$ cat src/rtl/etx_pkg.sv
// Shared emesh packet layout and source indices for the elink TX arbiter.
package etx_pkg;

  localparam int PW = 104;
  localparam int CW = 4;

  localparam int WRITE_BIT = 0;
  localparam int DM_LSB    = 1;
  localparam int CTRL_LSB  = 3;
  localparam int DST_LSB   = 7;
  localparam int DATA_LSB  = 39;
  localparam int SRC_LSB   = 71;
  localparam int RSVD_BIT  = 103;

  localparam int NSRC = 3;

  localparam logic [1:0] SRC_RR = 2'd0;
  localparam logic [1:0] SRC_RQ = 2'd1;
  localparam logic [1:0] SRC_WR = 2'd2;

  // Pointer value after granting a source: the next source in rotation.
  function automatic logic [1:0] ptr_after(input logic [1:0] src);
    return (src == SRC_WR) ? SRC_RR : src + 2'd1;
  endfunction

endpackage

$ cat src/rtl/etx_rr_arb.sv
// 3-way round-robin core: one-hot grant, search starts at the pointer.
module etx_rr_arb
  import etx_pkg::*;
(
  input  logic [NSRC-1:0] i_req,
  input  logic            i_en,
  input  logic [1:0]      i_ptr,
  output logic [NSRC-1:0] o_grant
);

  logic [1:0] w_ptr;

  // Pointer value 3 never occurs in normal operation; fold it onto rr.
  assign w_ptr = (i_ptr == 2'd3) ? SRC_RR : i_ptr;

  always_comb begin
    o_grant = '0;
    if (i_en) begin
      case (w_ptr)
        SRC_RQ: begin
          if      (i_req[SRC_RQ]) o_grant[SRC_RQ] = 1'b1;
          else if (i_req[SRC_WR]) o_grant[SRC_WR] = 1'b1;
          else if (i_req[SRC_RR]) o_grant[SRC_RR] = 1'b1;
        end
        SRC_WR: begin
          if      (i_req[SRC_WR]) o_grant[SRC_WR] = 1'b1;
          else if (i_req[SRC_RR]) o_grant[SRC_RR] = 1'b1;
          else if (i_req[SRC_RQ]) o_grant[SRC_RQ] = 1'b1;
        end
        default: begin
          if      (i_req[SRC_RR]) o_grant[SRC_RR] = 1'b1;
          else if (i_req[SRC_RQ]) o_grant[SRC_RQ] = 1'b1;
          else if (i_req[SRC_WR]) o_grant[SRC_WR] = 1'b1;
        end
      endcase
    end
  end

endmodule

$ cat src/rtl/etx_arbiter.sv
// TX scheduler: gates rr/rq/wr by remote pushback, round-robins them and
// presents one registered packet at a time to the serializer.
module etx_arbiter #(
  parameter int PW = etx_pkg::PW,
  parameter int CW = etx_pkg::CW
) (
  input  logic          clk_in,
  input  logic          reset,
  input  logic          emrr_access,
  input  logic [PW-1:0] emrr_packet,
  output logic          emrr_wait,
  input  logic          emrq_access,
  input  logic [PW-1:0] emrq_packet,
  output logic          emrq_wait,
  input  logic          emwr_access,
  input  logic [PW-1:0] emwr_packet,
  output logic          emwr_wait,
  output logic          etx_access,
  output logic [PW-1:0] etx_packet,
  input  logic          etx_wait,
  input  logic          txi_wr_wait,
  input  logic          txi_rd_wait,
  input  logic [CW-1:0] ecfg_tx_ctrlmode,
  input  logic          ecfg_elink_disable
);

  localparam logic [1:0] RR = etx_pkg::SRC_RR;
  localparam logic [1:0] RQ = etx_pkg::SRC_RQ;
  localparam logic [1:0] WR = etx_pkg::SRC_WR;

  logic [1:0]    r_ptr;
  logic          r_access;
  logic [PW-1:0] r_packet;

  logic          w_free;
  logic [2:0]    w_req;
  logic [2:0]    w_grant;
  logic [1:0]    w_gidx;
  logic [PW-1:0] w_sel;
  logic [PW-1:0] w_load;

  // Held off during reset so every requester sees wait=access.
  assign w_free = (!r_access || !etx_wait) && !reset;

  // Read responses go out as writes on the wire, so they share the write pushback.
  always_comb begin
    w_req     = '0;
    w_req[RR] = emrr_access && !txi_wr_wait;
    w_req[RQ] = emrq_access && !txi_rd_wait;
    w_req[WR] = emwr_access && !txi_wr_wait;
    if (ecfg_elink_disable) w_req = '0;
  end

  etx_rr_arb u_arb (
    .i_req   (w_req),
    .i_en    (w_free),
    .i_ptr   (r_ptr),
    .o_grant (w_grant)
  );

  assign emrr_wait = emrr_access && !w_grant[RR];
  assign emrq_wait = emrq_access && !w_grant[RQ];
  assign emwr_wait = emwr_access && !w_grant[WR];

  always_comb begin
    w_gidx = RR;
    if (w_grant[RQ]) w_gidx = RQ;
    if (w_grant[WR]) w_gidx = WR;
    w_sel  = ({PW{w_grant[RR]}} & emrr_packet)
           | ({PW{w_grant[RQ]}} & emrq_packet)
           | ({PW{w_grant[WR]}} & emwr_packet);
    w_load = w_sel;
    if (ecfg_tx_ctrlmode != '0) w_load[etx_pkg::CTRL_LSB +: CW] = ecfg_tx_ctrlmode;
  end

  always_ff @(posedge clk_in or posedge reset) begin
    if (reset) begin
      r_access <= 1'b0;
      r_packet <= '0;
      r_ptr    <= RR;
    end else if (|w_grant) begin
      r_access <= 1'b1;
      r_packet <= w_load;
      r_ptr    <= etx_pkg::ptr_after(w_gidx);
    end else if (!etx_wait) begin
      r_access <= 1'b0;
    end
  end

  assign etx_access = r_access;
  assign etx_packet = r_packet;

endmodule

$ cat config.mk
export PLATFORM = sky130hd
export DESIGN_NAME = etx_arbiter
export DESIGN_NICKNAME = d
export VERILOG_FILES = /design/src/rtl/etx_pkg.sv /design/src/rtl/etx_rr_arb.sv /design/src/rtl/etx_arbiter.sv
export SDC_FILE = /design/constraint.sdc
export NUM_CORES = 1
export LEC_CHECK = 0
export CAP_MARGIN = 20
export CORE_AREA = 2 2 170 172
export CTS_CLUSTER_DIAMETER = 40
export DETAILED_ROUTE_END_ITERATION = 8
export DIE_AREA = 0 0 172 174
export PLACE_DENSITY_LB_ADDON = 0.25
export SYNTH_ARGS = -nofsm -noshare
export SYNTH_HDL_FRONTEND = slang
export SYNTH_SLANG_ARGS = --single-unit
$ cat constraint.sdc
create_clock -name clk_in -period 16.29 [get_ports clk_in]
set_clock_uncertainty 0.1 [all_clocks]
set_input_delay 3.258 -clock clk_in [delete_from_list [all_inputs] [get_ports clk_in]]
set_output_delay 3.258 -clock clk_in [all_outputs]
set_load 0.02 [all_outputs]
==> results.cfg <==
[grt]
grt_start_max_net_pins = 86
grtUsageTotal_pct = 15.8
antenna_found_initial = 0
grt_overflow = 0
grt_pass1_vias = 6722
grt_pass1_wl_um = 37300

[detailed_routing]
drt_wl_total_um = 25600
ant_nets = 0
viasPerCell = 5.12
drt-initial-drc-count = 690
routedWlPerCell_um = 19.7
via_count = 6657
drt-pass1-iter-count = 9
drc = 0

[min_path]
hold_path_class = reg2reg

[floorplan]
dieArea_sq_um = 29900
die_h_um = 174
die_w_um = 172
coreArea_sq_um = 28200
start_util_pct = 20.2
std_cell_rows = 62
io_pins = 433

[cells_and_area]
layout_commonest_cell = clkdlybuf4s50_1
antenna_cells = 0
stdcell_count = 1301
final_util_pct = 37.4
nets = 1239
final_cell_mix = clkdlybuf4s50_1, dfrtp_1, a222oi_1
final_area_sq_um = 10600
fill_cells = 2859
area_growth_pct = 85.1
drive_gt1_share_pct = 9.16

[synthesis]
synth_top_flop_cell = dfrtp_1
seq_area_frac_synth_pct = 46.9
syn_avg_cell_area_sq_um = 10.6
synthCells = 540
ys_ff_latch = 107
synth_edf_count = 0
synthTopCellsByArea = dfrtp_1, a222oi_1, nor4_1
ys_async_sr_fraction_pct = 100
synth_nets = 867
synth_area_sq_um = 5710
ys_warn_count = 0
synth.largest_area_cell = dfrtp_1
synth_top_area_share_pct = 46.9
synth_cell_types = 28

[placement]
routabilityCongestion = 0.772
placedCellCount = 1285
io_buffers = 432
dpl.hpwl_um = 17900
place_area_sq_um = 10300

[sta]
rsz0062_at_grt = no
finalCritPeriodShare_pct = 53.6
hold_violations = 0
slew_violations = 0
setup_tns_ps = 0
slew_headroom_pct = 36.9
setup_viol = 0
min_period_ps = 8730
tightestPinTransition_ps = 947
timing.fmax_mhz = 114

[power]
power.leakage_nw = 3.77
powerDensity_nw_per_um2 = 151
max-vdd-ir-drop_mv = 0.0401

[flow_run]
drv_cap = 0

[clocking]
cts_sinks = 107
cts_tree = built
cts.htree.levels = 3
clockBufferDepth = 2
insertion_delay_ps = 350
numCtsBuffers = 9
cts_resized = 0
cts-root-buf = clkbuf_16
cts_setup_buffers = 0
ctsHoldBuffers = 0
path_clk_slew_ps = 80

[outcome]
status = completed

[setup_path]
path_max_fanout = 30
worst-r2r-setup-slack_ps = 12120
crit_type = in2out
end_kind = output pin
worstSetupStartpointType = input pin
crit_required_ps = 12930
cp.arrival_ps = 5380
routing by layer:
layer	vias up	global-route usage (%)	part of all wire [%]
met3	18	4.51	9.5
met5	-	0	0
met1	3219	18.3	39
li1	3072	-	-
met2	348	28.7	50
met4	0	3.75	1.2
kinds of logic after synthesis:
family	after synthesis	synth area share, %
AND/OR/NAND/NOR	119	12.8
AO/OA/AOI/OAI	222	32.9
adder cells (fa/ha/maj)	2	0.439
buffers and inverters	90	6.91
flip-flops	107	46.9
metrics by stage:
step / worst slack (ps) / power (mW) / hold WS, ps
global placement: 7570 / 1.38 / 407
finish: 7560 / 1.60 / 427
global route: 7470 / 1.70 / 456
CTS: 7570 / 1.62 / 431
floorplan: 6160 / 0.940 / 448
detailed placement: 7570 / 1.39 / 412
path summary, 6_finish.rpt:
path	from	end	cells after the start
worst max-delay path	ecfg_elink_disable	emrr_wait	6
max in group asynchronous	reset	etx_packet[54]	3
worst max register to register	r_ptr[0]	etx_packet[5]	8
min in group asynchronous	reset	etx_access	2
worst min-delay path	etx_packet[50]	etx_packet[50]	2
worst min register to register	etx_packet[50]	etx_packet[50]	2
Yosys cell counts (2+ instances only):
master / instances
a222oi_1: 104
nor4_1: 101
nand2_1: 2
a21oi_1: 52
clkbuf_1: 66
buf_2: 9
a21oi_2: 50
inv_1: 8
nor2b_1: 2
dfrtp_1: 107
or3_1: 2
ha_1: 2
o31ai_1: 6
nor2_1: 7
o221ai_1: 4
buf_6: 6
worst max-delay path, cell delays in order:
cell,delay (ps)
clkdlybuf4s50_1,490
nor4b_2,340
a211oi_1,100
o2111a_4,420
nor2_1,140
clkdlybuf4s50_1,620
sequential cells by signal, summed over array words and instances (netlist names):
register	flops
r_ptr	2
etx_access	1
etx_packet	104
power breakdown:
part | switching (mW) | total [mW] | internal [mW] | leakage, nW
clock | 0.107 | 0.222 | 0.115 | 0.149
sequential | 0.0715 | 0.475 | 0.404 | 1.27
combinational | 0.453 | 0.898 | 0.445 | 2.36
cell type report:
type,count,area (sq um),share of cell area [%]
clock buffer,11,253,2.39
clock inverter,5,42.5,0.403
sequential,107,2680,25.4
tap,384,480,4.55
inverter,8,32.5,0.308
multi-input combinational,343,2670,25.3
timing repair buffer,443,4410,41.7
Power figures use the tool's default switching activity.
